--- src/rtl/dbus_uncached_axi_pkg.sv ---
// Shared types for the uncached data-bus bridge: physical address, write-buffer entry,
// AXI request/response bundles and the FSM state encodings.
package dbus_uncached_axi_pkg;

    typedef logic [31:0] phys_t;
    typedef logic [31:0] uint32_t;

    localparam logic [1:0] AXI_BURST_INCR = 2'b01;
    localparam logic [2:0] AXI_SIZE_4B    = 3'b010;

    typedef struct packed {
        phys_t      addr;
        uint32_t    data;
        logic [3:0] be;
    } uncached_wb_entry_t;

    typedef struct packed {
        phys_t      araddr;
        logic [7:0] arlen;
        logic [2:0] arsize;
        logic [1:0] arburst;
        logic       arlock;
        logic [3:0] arcache;
        logic [2:0] arprot;
        logic       arvalid;
        logic       rready;
        phys_t      awaddr;
        logic [7:0] awlen;
        logic [2:0] awsize;
        logic [1:0] awburst;
        logic       awlock;
        logic [3:0] awcache;
        logic [2:0] awprot;
        logic       awvalid;
        uint32_t    wdata;
        logic [3:0] wstrb;
        logic       wlast;
        logic       wvalid;
        logic       bready;
    } axi_req_t;

    typedef struct packed {
        logic       arready;
        uint32_t    rdata;
        logic [1:0] rresp;
        logic       rlast;
        logic       rvalid;
        logic       awready;
        logic       wready;
        logic [1:0] bresp;
        logic       bvalid;
    } axi_resp_t;

    typedef enum logic [1:0] {W_IDLE, W_SEND, W_RESP} wstate_t;
    typedef enum logic [1:0] {R_IDLE, R_AR, R_R, R_DONE} rstate_t;

endpackage

--- src/rtl/dbus_uncached_axi_wbuf.sv ---
// Posted-write buffer: synchronous FIFO of uncached store entries with a head peek.
module uncached_wbuf
    import dbus_uncached_axi_pkg::*;
#(
    parameter int DEPTH = 4
) (
    input  logic               clk,
    input  logic               rst_n,
    input  logic               push,
    input  logic               pop,
    input  uncached_wb_entry_t din,
    output uncached_wb_entry_t head,
    output logic               full,
    output logic               empty
);
    localparam int PTR_W = (DEPTH > 1) ? $clog2(DEPTH) : 1;
    localparam int CNT_W = $clog2(DEPTH) + 1;

    uncached_wb_entry_t mem [DEPTH];
    logic [PTR_W-1:0]   rd_ptr;
    logic [PTR_W-1:0]   wr_ptr;
    logic [CNT_W-1:0]   count;
    logic               do_push;
    logic               do_pop;

    function automatic logic [PTR_W-1:0] ptr_inc(input logic [PTR_W-1:0] p);
        return (p == PTR_W'(DEPTH - 1)) ? '0 : p + PTR_W'(1);
    endfunction

    // Full/empty come from the registered count, so a push into a full buffer is
    // refused even when a pop happens in the same cycle.
    assign full    = (count == CNT_W'(DEPTH));
    assign empty   = (count == '0);
    assign do_push = push & ~full;
    assign do_pop  = pop & ~empty;
    assign head    = mem[rd_ptr];

    always_ff @(posedge clk or negedge rst_n) begin
        if (!rst_n) begin
            rd_ptr <= '0;
            wr_ptr <= '0;
            count  <= '0;
        end else begin
            if (do_push) wr_ptr <= ptr_inc(wr_ptr);
            if (do_pop)  rd_ptr <= ptr_inc(rd_ptr);
            case ({do_push, do_pop})
                2'b10:   count <= count + CNT_W'(1);
                2'b01:   count <= count - CNT_W'(1);
                default: count <= count;
            endcase
        end
    end

    always_ff @(posedge clk) begin
        if (do_push) mem[wr_ptr] <= din;
    end

endmodule

--- src/rtl/dbus_uncached_axi.sv ---
// Uncached CPU data-bus bridge: stores are posted into a write buffer and drained as
// single-beat AXI writes; loads wait for the buffer to drain, then issue one AXI read.
module dbus_uncached_axi
    import dbus_uncached_axi_pkg::*;
#(
    parameter int         WB_DEPTH  = 4,
    parameter logic [3:0] AXI_CACHE = 4'b0000,
    parameter logic [2:0] AXI_PROT  = 3'b000
) (
    input  logic        clk,
    input  logic        rst_n,
    input  logic        uncached_read,
    input  logic        uncached_write,
    input  logic [31:0] address,
    input  logic [31:0] wrdata,
    input  logic [3:0]  byteenable,
    output logic        uncached_stall,
    output logic [31:0] uncached_rddata,
    output axi_req_t    axi_req,
    input  axi_resp_t   axi_resp
);
    uncached_wb_entry_t wb_in;
    uncached_wb_entry_t wb_head;
    logic               wb_push;
    logic               wb_pop;
    logic               wb_full;
    logic               wb_empty;

    wstate_t wstate, wstate_nxt;
    rstate_t rstate, rstate_nxt;
    logic    aw_done, w_done, aw_fire, w_fire;
    logic    awvalid, wvalid, bready;
    logic    arvalid, rready, rd_start, rd_capture;
    logic    rd_drop;
    phys_t   rd_addr;
    logic    unused_resp;

    // Error responses have no exception path in this core.
    assign unused_resp = ^{axi_resp.rresp, axi_resp.rlast, axi_resp.bresp};

    assign wb_in   = {address, wrdata, byteenable};
    assign wb_push = uncached_write & ~wb_full;

    assign uncached_stall = (uncached_write & wb_full) |
                            (uncached_read & (rstate != R_DONE));

    uncached_wbuf #(.DEPTH(WB_DEPTH)) u_wbuf (
        .clk   (clk),
        .rst_n (rst_n),
        .push  (wb_push),
        .pop   (wb_pop),
        .din   (wb_in),
        .head  (wb_head),
        .full  (wb_full),
        .empty (wb_empty)
    );

    // AW and W complete independently; the response phase opens only once both have.
    always_comb begin
        wstate_nxt = wstate;
        awvalid    = 1'b0;
        wvalid     = 1'b0;
        bready     = 1'b0;
        aw_fire    = 1'b0;
        w_fire     = 1'b0;
        wb_pop     = 1'b0;
        case (wstate)
            W_IDLE: if (!wb_empty) wstate_nxt = W_SEND;
            W_SEND: begin
                awvalid = ~aw_done;
                wvalid  = ~w_done;
                aw_fire = awvalid & axi_resp.awready;
                w_fire  = wvalid & axi_resp.wready;
                if ((aw_done | aw_fire) & (w_done | w_fire)) wstate_nxt = W_RESP;
            end
            W_RESP: begin
                bready = 1'b1;
                if (axi_resp.bvalid) begin
                    wb_pop     = 1'b1;
                    wstate_nxt = W_IDLE;
                end
            end
            default: wstate_nxt = W_IDLE;
        endcase
    end

    // A read only starts with the buffer empty and the write engine idle, so every
    // earlier store has been acknowledged before the load reaches the bus.
    always_comb begin
        rstate_nxt = rstate;
        arvalid    = 1'b0;
        rready     = 1'b0;
        rd_start   = 1'b0;
        rd_capture = 1'b0;
        case (rstate)
            R_IDLE: begin
                if (uncached_read & ~uncached_write & wb_empty & (wstate == W_IDLE)) begin
                    rd_start   = 1'b1;
                    rstate_nxt = R_AR;
                end
            end
            R_AR: begin
                arvalid = 1'b1;
                if (axi_resp.arready) rstate_nxt = R_R;
            end
            R_R: begin
                rready = 1'b1;
                if (axi_resp.rvalid) begin
                    if (uncached_read & ~rd_drop) begin
                        rd_capture = 1'b1;
                        rstate_nxt = R_DONE;
                    end else begin
                        rstate_nxt = R_IDLE;
                    end
                end
            end
            R_DONE:  rstate_nxt = R_IDLE;
            default: rstate_nxt = R_IDLE;
        endcase
    end

    always_ff @(posedge clk or negedge rst_n) begin
        if (!rst_n) begin
            wstate          <= W_IDLE;
            aw_done         <= 1'b0;
            w_done          <= 1'b0;
            rstate          <= R_IDLE;
            rd_drop         <= 1'b0;
            uncached_rddata <= '0;
        end else begin
            wstate <= wstate_nxt;
            if (wstate == W_SEND) begin
                aw_done <= aw_done | aw_fire;
                w_done  <= w_done | w_fire;
            end else begin
                aw_done <= 1'b0;
                w_done  <= 1'b0;
            end
            rstate <= rstate_nxt;
            // A flushed load still finishes on the bus, but its data is thrown away.
            if (rstate == R_IDLE)    rd_drop <= 1'b0;
            else if (!uncached_read) rd_drop <= 1'b1;
            if (rd_capture) uncached_rddata <= axi_resp.rdata;
        end
    end

    always_ff @(posedge clk) begin
        if (rd_start) rd_addr <= address;
    end

    // Address/attribute fields are only driven alongside their valid, so the whole
    // bundle reads as zero whenever a channel is idle.
    always_comb begin
        axi_req         = '0;
        axi_req.arvalid = arvalid;
        axi_req.rready  = rready;
        axi_req.awvalid = awvalid;
        axi_req.wvalid  = wvalid;
        axi_req.bready  = bready;
        if (arvalid) begin
            axi_req.araddr  = rd_addr;
            axi_req.arsize  = AXI_SIZE_4B;
            axi_req.arburst = AXI_BURST_INCR;
            axi_req.arcache = AXI_CACHE;
            axi_req.arprot  = AXI_PROT;
        end
        if (awvalid) begin
            axi_req.awaddr  = wb_head.addr;
            axi_req.awsize  = AXI_SIZE_4B;
            axi_req.awburst = AXI_BURST_INCR;
            axi_req.awcache = AXI_CACHE;
            axi_req.awprot  = AXI_PROT;
        end
        if (wvalid) begin
            axi_req.wdata = wb_head.data;
            axi_req.wstrb = wb_head.be;
            axi_req.wlast = 1'b1;
        end
    end

endmodule

--- config.mk ---
export PLATFORM = sky130hd
export DESIGN_NAME = dbus_uncached_axi
export DESIGN_NICKNAME = d
export VERILOG_FILES = /design/src/rtl/dbus_uncached_axi_pkg.sv /design/src/rtl/dbus_uncached_axi_wbuf.sv /design/src/rtl/dbus_uncached_axi.sv
export SDC_FILE = /design/constraint.sdc
export NUM_CORES = 1
export LEC_CHECK = 0
export ABC_AREA = 0
export BUFFER_PORTS_ARGS = -buffer_cell sky130_fd_sc_hd__clkbuf_2
export CORE_UTILIZATION = 40
export CTS_BUF_LIST = sky130_fd_sc_hd__clkbuf_16
export CTS_CLUSTER_DIAMETER = 60
export DETAILED_ROUTE_END_ITERATION = 7
export PLACE_DENSITY = 0.73
export SYNTH_ARGS = -nofsm -noshare
export SYNTH_HDL_FRONTEND = slang
export SYNTH_SLANG_ARGS = --single-unit
--- constraint.sdc ---
create_clock -name clk -period 3.55 [get_ports clk]
set_input_delay 0.1775 -clock clk [delete_from_list [all_inputs] [get_ports clk]]
set_output_delay 0.1775 -clock clk [all_outputs]
set_load 0.01 [all_outputs]
==> summary.txt <==
Status
  – Status: complete, no violations

Hold path
  – Worst Hold Launch: uncached_read
  – HP Class: primary input to flop

Drt
  – Via density per instance: between 4 and 5
  – DR vias: between 7,000 and 8,000
  – DR iter-0 viols: 329
  – Routed WL: around 28,000 um
  – Routed wire per std cell: about 18 um
  – Antenna-violating nets left: 0
  – DRC violations left: 0
  – Pre-Repair DR Iteration Count: 4

Clock network
  – Clock latency on the worst-skew pair: roughly 510 ps
  – H-tree levels: 2
  – CTS tree: yes
  – Clock tree buffer depth: 3
  – Clock root buffer: clkbuf_16
  – Post-CTS setup buffer count: 0
  – CTS sink count: 350
  – Clk slew on worst S/H paths: 60 ps
  – Post-cts repair resize count: 0
  – CTS hold repair buffers: between 100 and 150
  – Num CTS Buffers: 38

Cells and area
  – Share of cells above drive strength 1: 40.0%
  – Util after Layout: a little over half
  – Area delta synth->final: 28.0%
  – # nets final: approximately 1,200
  – Inserted Diodes: 0
  – Most common cell after layout, fill and taps aside: edfxtp_1
  – Commonest non-fill, non-tap cells in the layout: edfxtp_1, clkbuf_2, dlygate4sd3_1, and2_1, mux4_2
  – Fin area: between 15,000 and 20,000 um^2

Die
  – Die width: 188 um
  – Starting Density: 40.9%
  – I/O pin count: 295
  – Total Die Area: 35,300 um^2
  – Die height: 188 um
  – Core ar.: 33,800 um^2
  – Row Count: 67

Placement
  – Final HPWL DP: ~16,000 um
  – Port buffer count: ~250
  – GP Congestion: 0.722
  – Cell Area, Placed: between 15,000 and 20,000 um^2
  – Pre-CTS setup slack: approximately 1200 ps

Worst setup path
  – R2r startpoint: u_wbuf.count[0]$_DFFE_PN0P_
  – Crit Path Max Fanout: 20
  – Slowest-stage cell, CP: nor2_2
  – CP Cell Sequence: nand2b_1, nor2_2, buf_4, and2_1, clkbuf_2
  – Crit Path Category: flop to output pin
  – Startpoint types: flop
  – Worst Setup SP: wstate[1]$_DFFE_PN0P_
  – Biggest cell delay along the critical path: approximately 830 ps
  – Crit. End Element: output pin
  – WP data required: roughly 3400 ps
  – Critical path arrival: 2590 ps

Logic synthesis
  – Share of the synthesized area in the top cell type: approximately two thirds
  – Post-synthesis sequential area ratio: between 70 and 80%
  – Yosys reg bits: 350
  – Syn Inst Count: ~690
  – Leading area contributor after synthesis: edfxtp_1
  – Unique masters post-synth: 36
  – Synth top area cells: edfxtp_1, mux4_2, dfrtp_1
  – Yosys warning total: 0
  – Post-synth EDFFs: slightly above 300
  – Top_reg_cell synth: edfxtp_1
  – Ys async rst share: 13.1%
  – Syn Std Cell Area: 13,800 um^2
  – Mean Syn Cell Area: a little over 20 um^2

Power
  – VDD IR-drop max: about 0.00052 V
  – Pint: just under 10 mW
  – Clock power frac: between 20% and 30%
  – Combinational power share: between 30% and 40%
  – Leakage: 6.80 nW
  – Sw Pwr: between 4 and 5 mW
  – P per Cell Area: a little under 800 nW/um^2
  – Sw Ratio: between 20% and 30%
  – Flop pwr share: between 40% and 50%

Timing
  – Final setup viols: 0
  – RSZ-0062 raised after global routing: no
  – Fmax achieved: approximately 360 MHz
  – Final hold viol count: 0
  – Fin worst setup slack: about 780 ps
  – Final slew viol count: 0
  – Min Tclk post-route: about 2800 ps
  – Worst-Margin Slew: roughly 1100 ps
  – Setup TNS Final: 0 ps
  – Max-slew headroom: 29.3%
  – Fin crit share: between 70% and 80%
  – Final clock skew: about 13 ps

Global route
  – Initial antenna violation count: 1
  – Largest net degree at the start of global routing: 47
  – First-pass GRT wire length: between 40,000 and 50,000 um
  – Number of global-route vias before repair: about 8,000
  – GRT Util Overall: 15.9%
  – Grt total ovfl: 0

Flow run
  – Max_cap viols: 0
[metrics by stage]
stage                     hold WS [ps]  power, mW  std cells
final                              106       14.1       1534
after global routing              97.4       14.8       1534
after CTS                         71.2       14.3       1534
after detailed placement           304       10.3       1360
after global placement             296       10.2       1360
after floorplan                   -118       8.75        725
[routing by layer]
| metal | GRT usage [%] | vias up | wire, um |
|---|---|---|---|
| met4 | 5.10 | 2 | 671 |
| met5 | 0 | - | 8 |
| met2 | 28.4 | 236 | 14500 |
| li1 | - | 3324 | - |
| met1 | 19.2 | 3668 | 11200 |
| met3 | 3.48 | 57 | 1510 |
[path summary, 6_finish.rpt]
check	cells after the start	slack, ps	endpoint
min reg2reg	1	480	wstate[0]$_DFFE_PN0P_
max reg2reg	4	1270	u_wbuf.mem[2][39]$_DFFE_PP_
max	5	780	axi_req[83]
min	3	110	rd_drop$_DFFE_PN0P_
min in group asynchronous	3	340	rstate[0]$_DFFE_PN0P_
max in group asynchronous	3	2770	u_wbuf.rd_ptr[0]$_DFFE_PN0P_
[worst max-delay path: cells and delay by family (launching register included)]
family,cells,cell delay (ps)
buf+inv,2,460
simple gates,3,1210
flops,1,400
[state kept, by name, summed over array words and instances, names as in the netlist]
signal / count
wstate: 2
aw_done: 1
w_done: 1
rd_addr: 32
uncached_rddata: 32
u_wbuf.wr_ptr: 2
rd_drop: 1
u_wbuf.mem: 272
u_wbuf.count: 3
rstate: 2
u_wbuf.rd_ptr: 2
[power groups by stage]
stage | clock, mW | combinational, mW | sequential, mW
detailed placement | 0 | 4.31 | 6.00
floorplan | 0 | 2.88 | 5.87
CTS | 3.94 | 4.43 | 5.91
global placement | 0 | 4.28 | 5.95
global route | 4.07 | 4.70 | 6.00
finish | 3.83 | 4.32 | 5.90
[cells in the mapped netlist (all sizes together), types with 2 or more instances]
cell type    n
nand3b       2
buf         64
mux4        68
and2       105
ha           6
inv          7
edfxtp     304
mux2        37
and2b        3
clkbuf      12
nor2        13
dfrtp       46
xor2         2
nand2b       3
[kinds of logic (layout without fill, tap and decap cells)]
kind of cell	Yosys count	count (layout)	synth area share, %
mux	106	106	14.2
fa+ha+maj	7	7	0.688
compound gates	7	7	0.416
xor+xnor	3	3	0.190
buf+inv	83	444	4.30
flops	350	350	74.3
other cells	1	38	0.0271
simple gates	131	131	5.84
[cell type report]
cell class	count	area (um^2)
Clock buffer	41	1030
Inverter	7	26.3
Sequential cell	350	10300
Clock inverter	27	210
Timing Repair Buffer	369	2480
Tap cell	448	561
Fill cell	2657	16100
Multi-Input combinational cell	292	3110
(Power assumes the default switching activity.)
